===== src/rtl/mp_add_pkg.sv =====
// Shared types and helpers for the multi-precision add sequencer.
// Optional subtract mode is enabled in the sequencer by defining MP_ADD_SUB_EN.
package mp_add_pkg;

    typedef enum logic [1:0] {
        IDLE,
        RUN,
        DONE
    } state_e;

    // A one-word operand still needs a 1-bit index register.
    function automatic int unsigned idx_width(input int unsigned n);
        return (n <= 1) ? 1 : $clog2(n);
    endfunction

endpackage


===== src/rtl/word_adder.sv =====
// DATA_WIDTH-bit ripple-carry adder built from full_adder cells.
// Carry-in and carry-out are exposed so successive words can be chained.
module full_adder (
    input  logic a_i,
    input  logic b_i,
    input  logic cin_i,
    output logic s_o,
    output logic cout_o
);
    assign s_o    = a_i ^ b_i ^ cin_i;
    assign cout_o = (a_i & b_i) | (cin_i & (a_i ^ b_i));
endmodule

module word_adder #(
    parameter int unsigned DATA_WIDTH = 8
) (
    input  logic [DATA_WIDTH-1:0] a_i,
    input  logic [DATA_WIDTH-1:0] b_i,
    input  logic                  cin_i,
    output logic [DATA_WIDTH-1:0] s_o,
    output logic                  cout_o
);
    logic [DATA_WIDTH:0] c;

    assign c[0] = cin_i;

    for (genvar i = 0; i < DATA_WIDTH; i++) begin : g_fa
        full_adder u_fa (
            .a_i   (a_i[i]),
            .b_i   (b_i[i]),
            .cin_i (c[i]),
            .s_o   (s_o[i]),
            .cout_o(c[i+1])
        );
    end

    assign cout_o = c[DATA_WIDTH];
endmodule


===== src/rtl/mp_add_sequencer.sv =====
// Word-serial multi-precision adder: one shared word adder, LS word first, carry chained in a register.
// Define MP_ADD_SUB_EN to add the 'sub' port (A-B via inverted B and carry-in of 1).
module mp_add_sequencer
    import mp_add_pkg::*;
#(
    parameter int unsigned DATA_WIDTH = 8,
    parameter int unsigned NUM_WORDS  = 4
) (
    input  logic                            clk,
    input  logic                            rst,
    input  logic                            in_valid,
`ifdef MP_ADD_SUB_EN
    input  logic                            sub,
`endif
    output logic                            in_ready,
    input  logic [NUM_WORDS*DATA_WIDTH-1:0] a,
    input  logic [NUM_WORDS*DATA_WIDTH-1:0] b,
    output logic                            out_valid,
    input  logic                            out_ready,
    output logic [NUM_WORDS*DATA_WIDTH:0]   sum,
    output logic                            busy
);
    localparam int unsigned IW = idx_width(NUM_WORDS);
    localparam logic [IW-1:0] LAST = IW'(NUM_WORDS - 1);

    state_e                                 state_q, state_d;
    logic [IW-1:0]                          idx_q, idx_d;
    logic                                   carry_q, carry_d;
    logic [NUM_WORDS-1:0][DATA_WIDTH-1:0]   a_q, a_d;
    logic [NUM_WORDS-1:0][DATA_WIDTH-1:0]   b_q, b_d;
    logic [NUM_WORDS-1:0][DATA_WIDTH-1:0]   sum_w_q, sum_w_d;
    logic                                   sum_top_q, sum_top_d;

    logic [DATA_WIDTH-1:0] add_s;
    logic                  add_cout;
    logic                  sub_req;

`ifdef MP_ADD_SUB_EN
    assign sub_req = sub;
`else
    assign sub_req = 1'b0;
`endif

    word_adder #(
        .DATA_WIDTH(DATA_WIDTH)
    ) u_word_adder (
        .a_i   (a_q[idx_q]),
        .b_i   (b_q[idx_q]),
        .cin_i (carry_q),
        .s_o   (add_s),
        .cout_o(add_cout)
    );

    always_ff @(posedge clk or posedge rst) begin
        if (rst) begin
            state_q   <= IDLE;
            idx_q     <= '0;
            carry_q   <= 1'b0;
            a_q       <= '0;
            b_q       <= '0;
            sum_w_q   <= '0;
            sum_top_q <= 1'b0;
        end else begin
            state_q   <= state_d;
            idx_q     <= idx_d;
            carry_q   <= carry_d;
            a_q       <= a_d;
            b_q       <= b_d;
            sum_w_q   <= sum_w_d;
            sum_top_q <= sum_top_d;
        end
    end

    always_comb begin
        state_d   = state_q;
        idx_d     = idx_q;
        carry_d   = carry_q;
        a_d       = a_q;
        b_d       = b_q;
        sum_w_d   = sum_w_q;
        sum_top_d = sum_top_q;
        unique case (state_q)
            IDLE: begin
                if (in_valid) begin
                    // Subtract is folded in at capture: B stored inverted, carry seeded with 1.
                    a_d       = a;
                    b_d       = sub_req ? ~b : b;
                    carry_d   = sub_req;
                    idx_d     = '0;
                    sum_w_d   = '0;
                    sum_top_d = 1'b0;
                    state_d   = RUN;
                end
            end
            RUN: begin
                sum_w_d[idx_q] = add_s;
                carry_d        = add_cout;
                if (idx_q == LAST) begin
                    sum_top_d = add_cout;
                    state_d   = DONE;
                end else begin
                    idx_d = idx_q + 1'b1;
                end
            end
            DONE: begin
                if (out_ready) state_d = IDLE;
            end
            default: state_d = IDLE;
        endcase
    end

    assign in_ready  = (state_q == IDLE);
    assign out_valid = (state_q == DONE);
    assign busy      = (state_q != IDLE);
    assign sum       = {sum_top_q, sum_w_q};

endmodule

===== config.mk =====
export PLATFORM = sky130hd
export DESIGN_NAME = mp_add_sequencer
export DESIGN_NICKNAME = d
export VERILOG_FILES = /design/src/rtl/mp_add_pkg.sv /design/src/rtl/word_adder.sv /design/src/rtl/mp_add_sequencer.sv
export SDC_FILE = /design/constraint.sdc
export NUM_CORES = 1
export LEC_CHECK = 0
export BUFFER_PORTS_ARGS = -buffer_cell sky130_fd_sc_hd__clkbuf_2
export CORE_UTILIZATION = 55
export DETAILED_ROUTE_END_ITERATION = 10
export PLACE_DENSITY = 0.79
export SYNTH_ARGS = -nofsm -noshare
export SYNTH_HDL_FRONTEND = slang
export SYNTH_SLANG_ARGS = --single-unit

===== constraint.sdc =====
create_clock -name clk -period 5.76 [get_ports clk]
set_input_delay 0.864 -clock clk [delete_from_list [all_inputs] [get_ports clk]]
set_output_delay 0.864 -clock clk [all_outputs]
set_load 0.02 [all_outputs]

==> flow_summary_export.csv, run 1 <==
group,metric,value,unit
run_status,outcome,"complete, no violations",
grt,grt_use_total,0.226,
timing,worst_pin_slew,875,ps
floorplanning,rows,35,
yosys,ys_seq_area_frac,0.490,
clocking,cts-buffers-inserted,9,
grt,grt_pass1_vias,3297,
floorplanning,die_area,9860,um2
drt,first_pass_iters,4,
finish,n_fill_cell,680,
worst_hold_path,hold_path_class,"reg -> reg",
drt,remaining_drc_errors,0,
clocking,tritoncts,"built",
yosys,synth.top_cell.area_share,0.490,
place,place_congestion,0.779,
finish,diodes,0,
drt,vias,3125,
finish,seq_area,2550,um2
yosys,syn_area,5210,um2
timing,post-route-min-period,4730,ps
clocking,ctsLongestPathBuffers,2,
power,max-vdd-ir-drop,300,uV
clocking,cts_max_level,3,
finish,nets,509,
timing,maxSlewViolCount,0,
critical_path,cp.required,6000,ps
finish,final_core_utilization,0.638,
grt,grt_max_degree,61,
yosys,yosysUniqueCellTypes,26,
drt,first_iter_violations,124,
timing,finalHoldViolCount,0,
timing,skew,12.2,ps
floorplanning,start_util,0.566,
yosys,synth_top_area_cell,"dfrtp_1",
yosys,ys_warn_count,0,
floorplanning,die_x,99.3,um
grt,grt_pass1_wl,17.1,mm
timing,max_freq,0.211,GHz
floorplanning,core_area,9200,um2
clocking,clockRootBuffer,"clkbuf_8",
timing,setup_viol_count_final,0,
grt,grt_overflow_total,0,
power,p_leak,0.00297,uW
drt,post_drt_wl_per_cell,18.7,um
run,maxCapViolCount,0,
timing,rsz0062_at_grt,"false",
yosys,syn_inst,336,
clocking,clk_latency,360,ps
timing,finalCritPeriodShare,0.821,
finish,multi_input_area,2330,um2
critical_path,cp-end-kind,"flip-flop",
yosys,synth.net_count,416,
timing,finalSetupTns,0,ps
finish,syn_to_final_growth,12.6,%
critical_path,worstSetupPathType,"reg -> reg",
yosys,synthTopCellsByArea,"dfrtp_1 49%, mux2_4 17%, mux4_2 6.9%",
floorplanning,io_pins,104,
grt,grt_antenna_before_repair,0,
place,hpwl,7.32,mm
yosys,ys_seq_elements,102,
clocking,cts.repair.resized,0,
drt,routed_via_density,5.73,
floorplanning,die_height,99.3,um
clocking,clk_pin_slew,90,ps
place,port_buffers,103,
critical_path,path_max_fanout,10,
yosys,avgSynthCellArea,15.5,um2
timing,slew-limit-headroom,0.415,
drt,ant_nets,0,
clocking,cts_hold_buf,0,
critical_path,arrival,4980,ps
finish,drive_gt1_frac,0.482,
clocking,cts_setup_buffers,0,
critical_path,worstSetupStartpointType,"flip-flop",
clocking,clkSinkCount,102,
drt,wirelength,10.2,mm
power,p_per_area,683,nW/um2
## layout by cell type (no fill, tap or decap)
cell,n
clkbuf_2,103
dfrtp_1,102
mux2_4,60
and3b_1,33
a221o_1,33
inv_1,20
mux4_2,16
nor2_1,10
clkbuf_8,10
fa_1,8
buf_4,6
mux2_2,5
and2_1,4
ha_1,4
and3_1,2
a211o_1,2
nor2b_1,2
clkinvlp_4,2
nor3b_4,1
o21bai_4,1
nor3b_1,1
a21o_1,1
nor4bb_1,1
or2_2,1
nor4b_1,1
inv_4,1
clkinv_2,1
clkbuf_1,1
clkinv_4,1
bufinv_16,1
## routing by layer
metal,vias up,GRT usage,wire length [um]
met5,-,0,0
met3,11,0.0464,449
met1,1608,0.324,4700
met2,84,0.353,4890
met4,0,0.0645,130
li1,1422,-,-
## stage by stage
stage	setup WS (ps)	hold WS [ps]	std cells	total power, uW	cell area, um2
detailed placement	1020	471	529	3580	5660
finish	1030	500	545	4000	5860
CTS	989	499	545	4030	5860
floorplan	1280	450	336	3020	5210
global placement	1110	468	529	3490	5660
global route	768	534	545	4290	5860
## synthesized netlist by cell type (all sizes together)
library cell  instances
and2                  4
inv                  21
nor2b                 2
fa                    8
clkbuf                8
nor4b                 1
buf                  19
mux4                 16
o21bai                1
dfrtp               102
and3b                33
a211o                 2
and3                  2
mux2                 65
nor2                 10
a221o                33
nor3b                 2
nor4bb                1
ha                    4
a21o                  1
or2                   1
## report_power, final
group	internal (uW)	total [uW]	switching [uW]
Combinational	1100	2220	1120
Clock	213	455	242
Sequential	1070	1330	261
Total	2380	4000	1630
## registers in the layout, summed over array words and instances (netlist names)
signal	count
state_q	2
carry_q	1
a_q	32
idx_q	2
sum	32
b_q	32
sum_top_q	1
## layout make-up
class | count | share of cell area
tap | 111 | 0.0237
clock buffer | 11 | 0.0241
timing repair buffer | 109 | 0.0956
inverter | 21 | 0.0139
multi-input combinational | 186 | 0.397
sequential | 102 | 0.435
clock inverter | 5 | 0.0100
## cell families after synthesis
logic type                 share of synthesized area
AOI/OAI and AO/OA                             0.0719
adders and majority gates                     0.0404
buffers and inverters                         0.0634
DFF                                            0.490
muxes                                          0.253
and+or+nand+nor                               0.0810
## critical path, cell delays in order, from the launching register on
cell	delay (ps)
dfrtp_1	690
mux4_2	320
inv_1	50
fa_1	400
fa_1	390
fa_1	400
fa_1	420
fa_1	400
fa_1	380
inv_1	70
fa_1	160
inv_1	50
fa_1	470
nor2_1	70
a221o_1	350
## worst paths after layout
| path | to | slack, ps | start | cells after the start |
|---|---|---|---|---|
| hold reg to reg | carry_q | 500 | carry_q | 1 |
| setup / recovery | sum[31] | 1030 | idx_q[0] | 14 |
| max in group asynchronous | b_q[28] | 4080 | rst | 3 |
| min in group asynchronous | sum[13] | 530 | rst | 2 |
| hold / removal | carry_q | 500 | carry_q | 1 |
| setup reg to reg | sum[31] | 1030 | idx_q[0] | 14 |
Note: power is estimated with default switching activity, not from simulation.
==> run 2: changes to the inputs <==
--- a/config.mk
+++ b/config.mk
@@ -5,10 +5,11 @@
 export SDC_FILE = /design/constraint.sdc
 export NUM_CORES = 1
 export LEC_CHECK = 0
+export ABC_AREA = 1
 export BUFFER_PORTS_ARGS = -buffer_cell sky130_fd_sc_hd__clkbuf_2
-export CORE_UTILIZATION = 55
+export CORE_UTILIZATION = 49
 export DETAILED_ROUTE_END_ITERATION = 10
-export PLACE_DENSITY = 0.79
+export PLACE_DENSITY = 0.75
 export SYNTH_ARGS = -nofsm -noshare
 export SYNTH_HDL_FRONTEND = slang
 export SYNTH_SLANG_ARGS = --single-unit
==> constraint.sdc (replaced) <==
create_clock -name clk -period 4.35 [get_ports clk]
set_input_delay 0.6525 -clock clk [delete_from_list [all_inputs] [get_ports clk]]
set_output_delay 0.6525 -clock clk [all_outputs]
set_load 0.02 [all_outputs]
==> run 2 against run 1 <==
Area after synthesis decreased by 6.8%. Final area shrank 4.3%. Setup slack worse by 790 ps. Clock-buffer cell count is 1 lower. Largest power group unchanged. Fmax grew 15%. Hold slack got worse by 37 ps. Global-route usage down 0.36 points. Cell count grew 52%. Clock power is 24% higher. Total power up 16%. Highest routed layer unchanged. Largest cell class unchanged. Critical endpoint unchanged.
==> flow_summary_export.csv, run 2 <==
group,metric,value,unit
run_status,outcome,"complete, no violations",
critical_path,ff2ff_path_depth,17,
finish,nets,774,
clocking,clockRootBuffer,"clkbuf_8",
place,hpwl,7.57,mm
critical_path,r2r-start,"idx_q[0]",
timing,finalSetupTns,0,ps
grt,grt_max_degree,101,
timing,finalCritPeriodShare,0.944,
grt,grt_use_total,0.222,
clocking,clk_pin_slew,100,ps
critical_path,worstSetupStartpointType,"flip-flop",
place,place_congestion,0.816,
finish,final_common_cell,"nand2_1",
timing,rsz0062_at_grt,"false",
timing,maxSlewViolCount,0,
timing,setup_viol_count_final,0,
timing,max_freq,0.243,GHz
critical_path,critPathBufInv,4,
floorplanning,die_area,10300,um2
drt,first_iter_violations,138,
timing,finalHoldViolCount,0,
finish,drive_gt1_frac,0.213,
timing,worst_pin_slew,977,ps
floorplanning,die_x,101,um
timing,post-route-min-period,4110,ps
yosys,synth_top_area_cell,"dfrtp_1",
grt,grt_overflow_total,0,
clocking,ctsLongestPathBuffers,2,
drt,vias,4090,
yosys,synth_edf_count,0,
yosys,synth_top_flop_cell,"dfrtp_1",
yosys,yosysUniqueCellTypes,20,
clocking,clkSinkCount,102,
drt,remaining_drc_errors,0,
yosys,ys_warn_count,0,
drt,wirelength,10.8,mm
yosys,syn_inst,594,
drt,routed_via_density,4.94,
grt,grt_antenna_before_repair,0,
timing,skew,16.3,ps
yosys,avgSynthCellArea,8.16,um2
timing,slew-limit-headroom,0.349,
critical_path,arrival,4370,ps
clocking,tritoncts,"built",
floorplanning,core_area,9420,um2
critical_path,cp.required,4610,ps
yosys,ys_seq_elements,102,
power,p_leak,0.00323,uW
grt,grt_pass1_wl,17.7,mm
critical_path,path_max_fanout,11,
yosys,yosysMostFrequentCell,"nand2_1",
critical_path,worstSetupPathType,"reg -> reg",
yosys,ys_seq_area_frac,0.526,
critical_path,crit_chain,"buf_12, nand2_1, nand3_1, nand2_1, fa_1, fa_2, fa_1, fa_2, fa_1, fa_1, inv_1, fa_1, inv_1, fa_1, inv_1, nand2_1, nand2_1",
yosys,async_reset_ff_frac,1.00,
clocking,clk_latency,370,ps
drt,post_drt_wl_per_cell,13.0,um
floorplanning,rows,35,
yosys,syn_area,4850,um2
drt,ant_nets,0,
critical_path,cp-end-kind,"flip-flop",
critical_path,cp_top_family,"adder cells",
clocking,cts_max_level,3,
critical_path,rr_endpoint,"sum[31]",
drt,first_pass_iters,4,
floorplanning,start_util,0.515,
finish,final_cell_mix,"346 x nand2_1, 103 x clkbuf_2, 101 x dfrtp_1",
finish,diodes,0,
yosys,synthTopCellsByArea,"dfrtp_1 53%, nand2_1 27%, nand3_1 6.8%",
yosys,synth.net_count,674,
place,port_buffers,103,
critical_path,path_common_cell,"fa_1",
run,maxCapViolCount,0,
grt,grt_pass1_vias,3788,
worst_hold_path,hold_path_class,"in -> async",
clocking,cts-buffers-inserted,9,
floorplanning,die_height,101,um
power,p_per_area,828,nW/um2
yosys,synthTopCellsByCount,"346 x nand2_1, 102 x dfrtp_1, 66 x nand3_1",
floorplanning,io_pins,104,
finish,final_core_utilization,0.596,
yosys,synth.top_cell.area_share,0.526,
finish,syn_to_final_growth,15.7,%
critical_path,slowest_stage,"fa_1",
critical_path,r2r_slack,240,ps
critical_path,critPathMaxStageDelay,470,ps
critical_path,startpoint,"idx_q[0]",
power,power,4650,uW
power,max-vdd-ir-drop,331,uV
-- run 2: kinds of logic after synthesis --
kind of cell	count (synthesis)	synth area share
fa+ha+maj	12	0.0433
flops	102	0.526
buf+inv	56	0.0740
simple gates	420	0.351
compound gates	4	0.00516
-- run 2: layout make-up --
cell class	instances	area, um2
Timing Repair Buffer	119	666
Clock inverter	6	46.3
Clock buffer	10	138
Inverter	26	105
Multi-Input combinational cell	436	1940
Fill cell	851	3800
Sequential cell	102	2550
Tap cell	129	161
-- run 2: how the worst max path moves through the flow --
stage	to	slack, ps	depth (start not counted)
3_3_place_gp	sum[15]	100	17
2_1_floorplan	sum[15]	90	19
6_report	sum[31]	240	17
5_1_grt	sum[7]	30	17
3_5_place_dp	sum[7]	8	17
4_1_cts	sum[31]	70	17
-- run 2: report_power, final --
group	internal [uW]	switching [uW]	leakage [uW]
sequential	1370	271	0.00129
clock	227	339	0.0000824
combinational	823	1620	0.00186
total	2420	2230	0.00323
-- run 2: worst reg2reg max path: cells and delay by family (launching register included) --
family	cells	cell delay, ps
and+or+nand+nor	5	320
adders and majority gates	8	2910
buffers and inverters	4	340
DFF	1	440
-- run 2: through the flow --
| stage | hold slack (ps) | worst slack (ps) | area [um2] | std cells |
|---|---|---|---|---|
| finish | 463 | 243 | 5610 | 828 |
| global route | 466 | 27.1 | 5610 | 828 |
| CTS | 460 | 68.6 | 5540 | 822 |
| detailed placement | 465 | 7.86 | 5360 | 806 |
| global placement | 466 | 95.5 | 5360 | 806 |
| floorplan | 449 | 87.5 | 4850 | 594 |
-- run 2: per-layer routing --
layer	part of all wire	wire [um]	GRT usage
met5	0	0	0
met4	0.017	182	0.0870
met3	0.051	549	0.0352
met2	0.46	4930	0.341
met1	0.48	5120	0.320
-- run 2: what timing repair did --
action,4_1_cts,5_1_grt
buffers inserted,0,5
hold buffers,0,0
endpoints found under the setup margin,4,6
resized for setup,1,6
cloned,0,1
